==> src/rtl/inst_encoder_if.sv <==
// Request/write-port bundle for inst_encoder.
//   start, req_*      : symbolic instruction requests from the program source
//   req_ready         : encoder can take a request this cycle
//   mem_we/addr/data  : inst_rom write port (registered)
//   word_count, busy, done, err_illegal, err_overflow : load status
// master = program source / observer, slave = encoder.
interface inst_encoder_if;
  logic        start;
  logic        req_valid;
  logic        req_ready;
  logic [4:0]  req_op;
  logic [4:0]  req_rd;
  logic [4:0]  req_rs;
  logic [4:0]  req_rt;
  logic [4:0]  req_sa;
  logic [15:0] req_imm;
  logic        req_last;
  logic        mem_we;
  logic [31:0] mem_addr;
  logic [31:0] mem_data;
  logic [7:0]  word_count;
  logic        busy;
  logic        done;
  logic        err_illegal;
  logic        err_overflow;

  modport master (
    output start, req_valid, req_op, req_rd, req_rs, req_rt, req_sa, req_imm, req_last,
    input  req_ready, mem_we, mem_addr, mem_data, word_count, busy, done,
           err_illegal, err_overflow
  );

  modport slave (
    input  start, req_valid, req_op, req_rd, req_rs, req_rt, req_sa, req_imm, req_last,
    output req_ready, mem_we, mem_addr, mem_data, word_count, busy, done,
           err_illegal, err_overflow
  );
endinterface

==> src/rtl/inst_encoder.sv <==
// inst_encoder: turns symbolic instruction requests into 32-bit MIPS words and
// writes them to the inst_rom write port at consecutive byte addresses starting
// at BASE_ADDR, then appends PAD_NOPS zero words so the pipeline drains.
// Ports:
//   clk  : rising-edge clock
//   rst  : synchronous active-high reset
//   bus  : inst_encoder_if.slave (start, request handshake, write port, status)
// Parameters: BASE_ADDR (first byte address), DEPTH (word capacity),
//   PAD_NOPS (trailing zero words, 0 = none).
module inst_encoder #(
  parameter logic [31:0] BASE_ADDR = 32'h0,
  parameter int          DEPTH     = 64,
  parameter int          PAD_NOPS  = 4
) (
  input  logic          clk,
  input  logic          rst,
  inst_encoder_if.slave bus
);

  localparam logic [7:0] DEPTH_C = 8'(DEPTH);
  localparam logic [7:0] PAD_C   = 8'(PAD_NOPS);

  typedef enum logic [1:0] {IDLE, RUN, PAD, DONE} state_t;

  typedef struct packed {
    logic [4:0]  op;
    logic [4:0]  rd;
    logic [4:0]  rs;
    logic [4:0]  rt;
    logic [4:0]  sa;
    logic [15:0] imm;
    logic        last;
  } req_t;

  state_t      state;
  req_t        req;
  logic [31:0] next_addr;
  logic [7:0]  pad_cnt;
  logic [7:0]  word_count;
  logic        mem_we;
  logic [31:0] mem_addr;
  logic [31:0] mem_data;
  logic        done;
  logic        err_illegal;
  logic        err_overflow;
  logic        full;
  logic [31:0] enc_word;
  logic        enc_legal;

  assign req  = {bus.req_op, bus.req_rd, bus.req_rs, bus.req_rt, bus.req_sa,
                 bus.req_imm, bus.req_last};
  assign full = (word_count == DEPTH_C);

  // Field packing; unused fields are forced to zero, never passed through.
  always_comb begin
    enc_word  = 32'h0;
    enc_legal = 1'b1;
    case (req.op)
      5'd0:  enc_word = 32'h0;
      5'd1:  enc_word = {6'h00, req.rs, req.rt, req.rd, 5'h0, 6'h25};
      5'd2:  enc_word = {6'h00, req.rs, req.rt, req.rd, 5'h0, 6'h24};
      5'd3:  enc_word = {6'h00, req.rs, req.rt, req.rd, 5'h0, 6'h26};
      5'd4:  enc_word = {6'h00, req.rs, req.rt, req.rd, 5'h0, 6'h27};
      5'd5:  enc_word = {6'h00, req.rs, req.rt, req.rd, 5'h0, 6'h04};
      5'd6:  enc_word = {6'h00, req.rs, req.rt, req.rd, 5'h0, 6'h06};
      5'd7:  enc_word = {6'h00, req.rs, req.rt, req.rd, 5'h0, 6'h07};
      5'd8:  enc_word = {6'h00, req.rs, req.rt, req.rd, 5'h0, 6'h0A};
      5'd9:  enc_word = {6'h00, req.rs, req.rt, req.rd, 5'h0, 6'h0B};
      5'd10: enc_word = {6'h00, 5'h0, req.rt, req.rd, req.sa, 6'h00};
      5'd11: enc_word = {6'h00, 5'h0, req.rt, req.rd, req.sa, 6'h02};
      5'd12: enc_word = {6'h00, 5'h0, req.rt, req.rd, req.sa, 6'h03};
      5'd13: enc_word = {16'h0, req.rd, 5'h0, 6'h10};
      5'd14: enc_word = {16'h0, req.rd, 5'h0, 6'h12};
      5'd15: enc_word = {6'h00, req.rs, 15'h0, 6'h11};
      5'd16: enc_word = {6'h00, req.rs, 15'h0, 6'h13};
      5'd17: enc_word = {21'h0, req.sa, 6'h0F};
      5'd18: enc_word = {6'h0D, req.rs, req.rt, req.imm};
      5'd19: enc_word = {6'h0C, req.rs, req.rt, req.imm};
      5'd20: enc_word = {6'h0E, req.rs, req.rt, req.imm};
      5'd21: enc_word = {6'h0F, 5'h0, req.rt, req.imm};
      5'd22: enc_word = {6'h33, req.rs, req.rt, req.imm};
      default: enc_legal = 1'b0;
    endcase
  end

  always_ff @(posedge clk) begin
    if (rst) begin
      state        <= IDLE;
      next_addr    <= 32'h0;
      pad_cnt      <= 8'h0;
      word_count   <= 8'h0;
      mem_we       <= 1'b0;
      mem_addr     <= 32'h0;
      mem_data     <= 32'h0;
      done         <= 1'b0;
      err_illegal  <= 1'b0;
      err_overflow <= 1'b0;
    end else begin
      mem_we <= 1'b0;
      done   <= 1'b0;
      case (state)
        IDLE: if (bus.start) begin
          state        <= RUN;
          next_addr    <= BASE_ADDR;
          word_count   <= 8'h0;
          err_illegal  <= 1'b0;
          err_overflow <= 1'b0;
        end
        RUN: begin
          if (full) begin
            // A request offered with no room left ends the load.
            if (bus.req_valid) begin
              err_overflow <= 1'b1;
              state        <= DONE;
              done         <= 1'b1;
            end
          end else if (bus.req_valid) begin
            if (enc_legal) begin
              mem_we     <= 1'b1;
              mem_addr   <= next_addr;
              mem_data   <= enc_word;
              next_addr  <= next_addr + 32'd4;
              word_count <= word_count + 8'd1;
            end else begin
              // Illegal op is swallowed: no write, address unchanged.
              err_illegal <= 1'b1;
            end
            if (req.last) begin
              pad_cnt <= 8'h0;
              if (PAD_NOPS > 0) begin
                state <= PAD;
              end else begin
                state <= DONE;
                done  <= 1'b1;
              end
            end
          end
        end
        PAD: begin
          // Exit is decided one cycle after the final pad write, so done
          // always trails the last write by exactly one cycle.
          if (full || pad_cnt == PAD_C) begin
            state <= DONE;
            done  <= 1'b1;
          end else begin
            mem_we     <= 1'b1;
            mem_addr   <= next_addr;
            mem_data   <= 32'h0;
            next_addr  <= next_addr + 32'd4;
            word_count <= word_count + 8'd1;
            pad_cnt    <= pad_cnt + 8'd1;
          end
        end
        DONE:    state <= IDLE;
        default: state <= IDLE;
      endcase
    end
  end

  assign bus.req_ready    = (state == RUN) && !full;
  assign bus.mem_we       = mem_we;
  assign bus.mem_addr     = mem_addr;
  assign bus.mem_data     = mem_data;
  assign bus.word_count   = word_count;
  assign bus.busy         = (state != IDLE);
  assign bus.done         = done;
  assign bus.err_illegal  = err_illegal;
  assign bus.err_overflow = err_overflow;

endmodule

==> src/flat_wrapper.sv <==
// flat-port wrapper written by rule: the top's interface ports become plain ports
module inst_encoder_flat 
#(
  parameter logic [31:0] BASE_ADDR = 32'h0,
  parameter int          DEPTH     = 64,
  parameter int          PAD_NOPS  = 4
)
  (clk, rst, bus_start, bus_req_valid, bus_req_op, bus_req_rd, bus_req_rs, bus_req_rt, bus_req_sa, bus_req_imm, bus_req_last, bus_req_ready, bus_mem_we, bus_mem_addr, bus_mem_data, bus_word_count, bus_busy, bus_done, bus_err_illegal, bus_err_overflow);
  inst_encoder_if bus_i ();
  input  logic clk;
  input  logic rst;
  input wire logic [$bits(bus_i.start)-1:0] bus_start;
  input wire logic [$bits(bus_i.req_valid)-1:0] bus_req_valid;
  input wire logic [$bits(bus_i.req_op)-1:0] bus_req_op;
  input wire logic [$bits(bus_i.req_rd)-1:0] bus_req_rd;
  input wire logic [$bits(bus_i.req_rs)-1:0] bus_req_rs;
  input wire logic [$bits(bus_i.req_rt)-1:0] bus_req_rt;
  input wire logic [$bits(bus_i.req_sa)-1:0] bus_req_sa;
  input wire logic [$bits(bus_i.req_imm)-1:0] bus_req_imm;
  input wire logic [$bits(bus_i.req_last)-1:0] bus_req_last;
  output wire logic [$bits(bus_i.req_ready)-1:0] bus_req_ready;
  output wire logic [$bits(bus_i.mem_we)-1:0] bus_mem_we;
  output wire logic [$bits(bus_i.mem_addr)-1:0] bus_mem_addr;
  output wire logic [$bits(bus_i.mem_data)-1:0] bus_mem_data;
  output wire logic [$bits(bus_i.word_count)-1:0] bus_word_count;
  output wire logic [$bits(bus_i.busy)-1:0] bus_busy;
  output wire logic [$bits(bus_i.done)-1:0] bus_done;
  output wire logic [$bits(bus_i.err_illegal)-1:0] bus_err_illegal;
  output wire logic [$bits(bus_i.err_overflow)-1:0] bus_err_overflow;
  assign bus_i.start = bus_start;
  assign bus_i.req_valid = bus_req_valid;
  assign bus_i.req_op = bus_req_op;
  assign bus_i.req_rd = bus_req_rd;
  assign bus_i.req_rs = bus_req_rs;
  assign bus_i.req_rt = bus_req_rt;
  assign bus_i.req_sa = bus_req_sa;
  assign bus_i.req_imm = bus_req_imm;
  assign bus_i.req_last = bus_req_last;
  assign bus_req_ready = bus_i.req_ready;
  assign bus_mem_we = bus_i.mem_we;
  assign bus_mem_addr = bus_i.mem_addr;
  assign bus_mem_data = bus_i.mem_data;
  assign bus_word_count = bus_i.word_count;
  assign bus_busy = bus_i.busy;
  assign bus_done = bus_i.done;
  assign bus_err_illegal = bus_i.err_illegal;
  assign bus_err_overflow = bus_i.err_overflow;
  inst_encoder #(.BASE_ADDR(BASE_ADDR), .DEPTH(DEPTH), .PAD_NOPS(PAD_NOPS)) u_core (.clk(clk), .rst(rst), .bus(bus_i));
endmodule
==> config.mk <==
export PLATFORM = sky130hd
export DESIGN_NAME = inst_encoder_flat
export DESIGN_NICKNAME = d
export VERILOG_FILES = /design/src/rtl/inst_encoder_if.sv /design/src/rtl/inst_encoder.sv /design/src/flat_wrapper.sv
export SDC_FILE = /design/constraint.sdc
export NUM_CORES = 1
export LEC_CHECK = 0
export ABC_AREA = 1
export CAP_MARGIN = 20
export CORE_MARGIN = 2
export CORE_UTILIZATION = 55
export DETAILED_ROUTE_END_ITERATION = 10
export DONT_BUFFER_PORTS = 1
export PLACE_DENSITY = 0.7
export SYNTH_ARGS = -nofsm -noshare
export SYNTH_HDL_FRONTEND = slang
export SYNTH_SLANG_ARGS = --single-unit
==> constraint.sdc <==
create_clock -name clk -period 2.9 [get_ports clk]
set_clock_uncertainty 0.15 [all_clocks]
set_input_delay 0.87 -clock clk [delete_from_list [all_inputs] [get_ports clk]]
set_output_delay 0.87 -clock clk [all_outputs]
set_load 0.01 [all_outputs]
==> key figures, run 1 <==
Setup path
  • Slowest-stage cell, CP: dfxtp_1
  • Setup crit start: u_core.bus.word_count[0]
  • Crit-path cells: inv_1 -> ha_1 -> nand3_1 -> nor2_1 -> nor2_1
  • R2r endpoint: u_core.bus.mem_data[14]
  • Slowest stage delay, CP: 0.49 ns
  • R2R depth: 13
  • Reg-to-reg critical path startpoint: u_core.bus.word_count[0]
  • Crit path max fanout: 6
  • Startpoint types: register
  • Kind of critical path: reg2out
  • WP data required: 1.88 ns
  • Most common cell on crit path: nor2_1
  • Reg2Reg Setup Slack: 0.50 ns
  • Arr. time, crit path: 1.63 ns
  • Setup crit end kind: output port

Die
  • Die width: 117 um
  • Chip height: 117 um
  • Std cell rows: 41
  • I/O pins: 124
  • Starting Density: 55.9%
  • Core box area: 12500 um2
  • Die ar.: 13700 um2

Final layout
  • Post-layout instance area: 7450 um2
  • Most frequent cells in the layout: nand2_1, nor2_1, dfxtp_1
  • Nets: 1194
  • Fillers: 1292
  • P&R area growth vs syn: 6.40%
  • Post-Layout Cell Count: 1316
  • Layout cells sized above 1: 7.95%
  • Number of antenna diodes: 0
  • Most common cell after layout, fill and taps aside: nand2_1

CTS
  • CTS Buffer Depth: 2
  • Worst skew pair latency: 0.35 ns
  • Post-CTS setup repair buffer count: 0
  • CTS clock-pin slew for the worst setup and hold paths: 0.07 ns
  • CTS tree: done
  • Post-CTS sizing: 0
  • H-tree levels: 3
  • Clock sink count: 112
  • Clock Tree Root: clkbuf_16
  • TritonCTS buffer count: 9
  • Cts hold-fix bufs: 0

Place
  • Gpl congestion: 1.01
  • Dpl ws: 0.200 ns
  • DP Area: 7170 um2
  • IO buf count: 0
  • Placed cells: 1300
  • DPL Wire Length: 13700 um

Global route
  • Global-route wire length before repair: 30100 um
  • Congestion Overflow GR: 0
  • Largest net degree at the start of global routing: 35
  • Number of global-route vias before repair: 6100
  • Tot GR Track Use: 27.5%
  • Initial antenna violation count: 0

STA
  • Final Hold Viols: 0
  • Max-slew violation count: 0
  • PnR worst setup slack: 0.252 ns
  • Fmax: 378 MHz
  • Final min period: 2.65 ns
  • Finish-stage setup viols: 0
  • RSZ-0062 raised after global routing: no
  • Final setup TNS: 0 ns
  • Tightest Pin Transition: 0.507 ns
  • Rel. slew slack: 65.9%
  • Period utilization: 91.3%

Drt
  • Initial DRC count: 443
  • Top layer in use: met4
  • Met3 wire len: 1300 um
  • Via density: 5.34
  • WL final: 18400 um
  • Metal-1 WL: 8470 um
  • Drt drc: 0
  • Routed length on met2: 8340 um
  • Vias: 7030
  • Routed Antenna Nets: 0
  • 1st-pass router iterations: 6
  • WL per Instance: 14.0 um

Min path
  • Hold Path Class: reg2reg
  • Hold path depth: 2
  • Hold Path Origin: u_core.pad_cnt[0]
  • Worst Hold Path EP: u_core.pad_cnt[0]

Synth
  • Yosys reg bits: 112
  • Seq/Total Area, Yosys: 32.0%
  • Yosys cell types: 42
  • Syn Inst Count: 1158
  • Mapped Avg Cell Area: 6.05 um2
  • Synthesized cell area: 7000 um2
  • Yosys warnings: 0

Pwr
  • Total power draw: 0.00612 W
  • Peak VDD IR: 0.000436 V
  • Leakage power: 3.25 nW
  • Pwr Density: 821 nW/um2

Run
  • Max-Cap Viols: 0

Outcome
  • Status: finished, final reports clean
logic make-up (layout without fill, tap and decap cells):
family                     Yosys count  count (layout)  synth area share (%)
xor gates and xnor gates            17              17                  2.13
DFF                                112             112                  32.0
other                                1               2                0.0535
AOI/OAI and AO/OA                  114             114                  8.75
buffers and inverters              133             118                  8.25
and+or+nand+nor                    772             772                  47.2
adders and majority gates            9               9                  1.61
cell type report:
cell class	instances	area [um2]	area share, %
multi-input cells	914	4190	56.2
flip-flops and latches	112	2240	30.1
inverters	74	280	3.76
repair buffers	28	248	3.32
clock buffers	9	225	3.02
well taps	172	215	2.89
clock inverters	7	53.8	0.722
registers in the layout, indices dropped and copies added (netlist names):
register	count
u_core.bus.mem_data	30
u_core.pad_cnt	8
u_core.state	2
u_core.bus.err_illegal	1
u_core.bus.err_overflow	1
u_core.bus.done	1
u_core.bus.mem_we	1
u_core.bus.mem_addr	30
u_core.bus.word_count	8
u_core.next_addr	30
cells in the mapped netlist:
library cell	count	area, um2
a21boi_0	10	75.1
a21o_1	1	7.51
a21oi_1	41	205
a21oi_2	1	8.76
a22o_1	1	8.76
a31oi_1	1	6.26
buf_1	2	7.51
buf_2	12	60.1
buf_4	8	60.1
buf_6	1	11.3
buf_8	2	30.0
clkbuf_1	33	124
clkbuf_2	1	5.00
clkinv_1	3	11.3
conb_1	1	3.75
dfxtp_1	112	2240
ha_1	9	113
inv_1	62	233
inv_2	8	30.0
inv_4	1	6.26
nand2_1	305	1140
nand2_2	3	18.8
nand2_4	1	11.3
nand3_1	107	536
nand3_2	1	10.0
nand3_4	1	17.5
nand3b_1	3	22.5
nand4_1	31	194
nor2_1	261	980
nor2_2	23	144
nor2_4	1	11.3
nor3_1	25	125
nor3_4	1	16.3
nor3b_1	4	30.0
nor3b_4	1	18.8
nor4_1	1	6.26
o211ai_1	1	7.51
o21ai_0	57	285
o21ai_2	1	8.76
or2_2	3	18.8
xnor2_1	10	87.6
xor2_1	7	61.3
worst max-delay path by stage:
stage / to / slack [ns]
after floorplan: u_core.bus.mem_data[10] / 0.47
after global placement: u_core.bus.mem_data[23] / 0.22
after detailed placement: u_core.bus.mem_data[14] / 0.20
after CTS: bus_req_ready / 0.22
after global routing: bus_req_ready / 0.14
final: bus_req_ready / 0.25
power by group:
group | switching [W] | internal [W]
sequential | 0.000532 | 0.00194
clock | 0.000586 | 0.000593
combinational | 0.00161 | 0.000853
critical path: cells and delay by family (launching register included):
kind / cells / cell delay, ns
buf+inv: 1 / 0.08
simple gates: 3 / 0.52
fa+ha+maj: 1 / 0.20
flops: 1 / 0.49
per-layer routing:
| layer | track usage (%) | vias up |
|---|---|---|
| met5 | 0 | - |
| met4 | 7.92 | 0 |
| met3 | 5.30 | 21 |
| met2 | 43.7 | 216 |
| met1 | 38.3 | 3122 |
| li1 | - | 3671 |
metrics by stage:
step                      util (%)  hold WS, ns
after floorplan                  -        0.312
after global placement        57.3        0.318
after detailed placement      57.3        0.320
after CTS                     59.5        0.332
after global routing          59.5        0.353
final                         59.5        0.335
No activity file was read; power rests on OpenSTA's default activity.
==> run 2: changes to the inputs <==
--- a/config.mk
+++ b/config.mk
@@ -9,6 +9,7 @@
 export CAP_MARGIN = 20
 export CORE_MARGIN = 2
 export CORE_UTILIZATION = 55
+export CTS_CLUSTER_SIZE = 16
 export DETAILED_ROUTE_END_ITERATION = 10
 export DONT_BUFFER_PORTS = 1
 export PLACE_DENSITY = 0.7
==> results of run 2 <==
The final DEF is identical to that of run 1; final timing and power are the same.
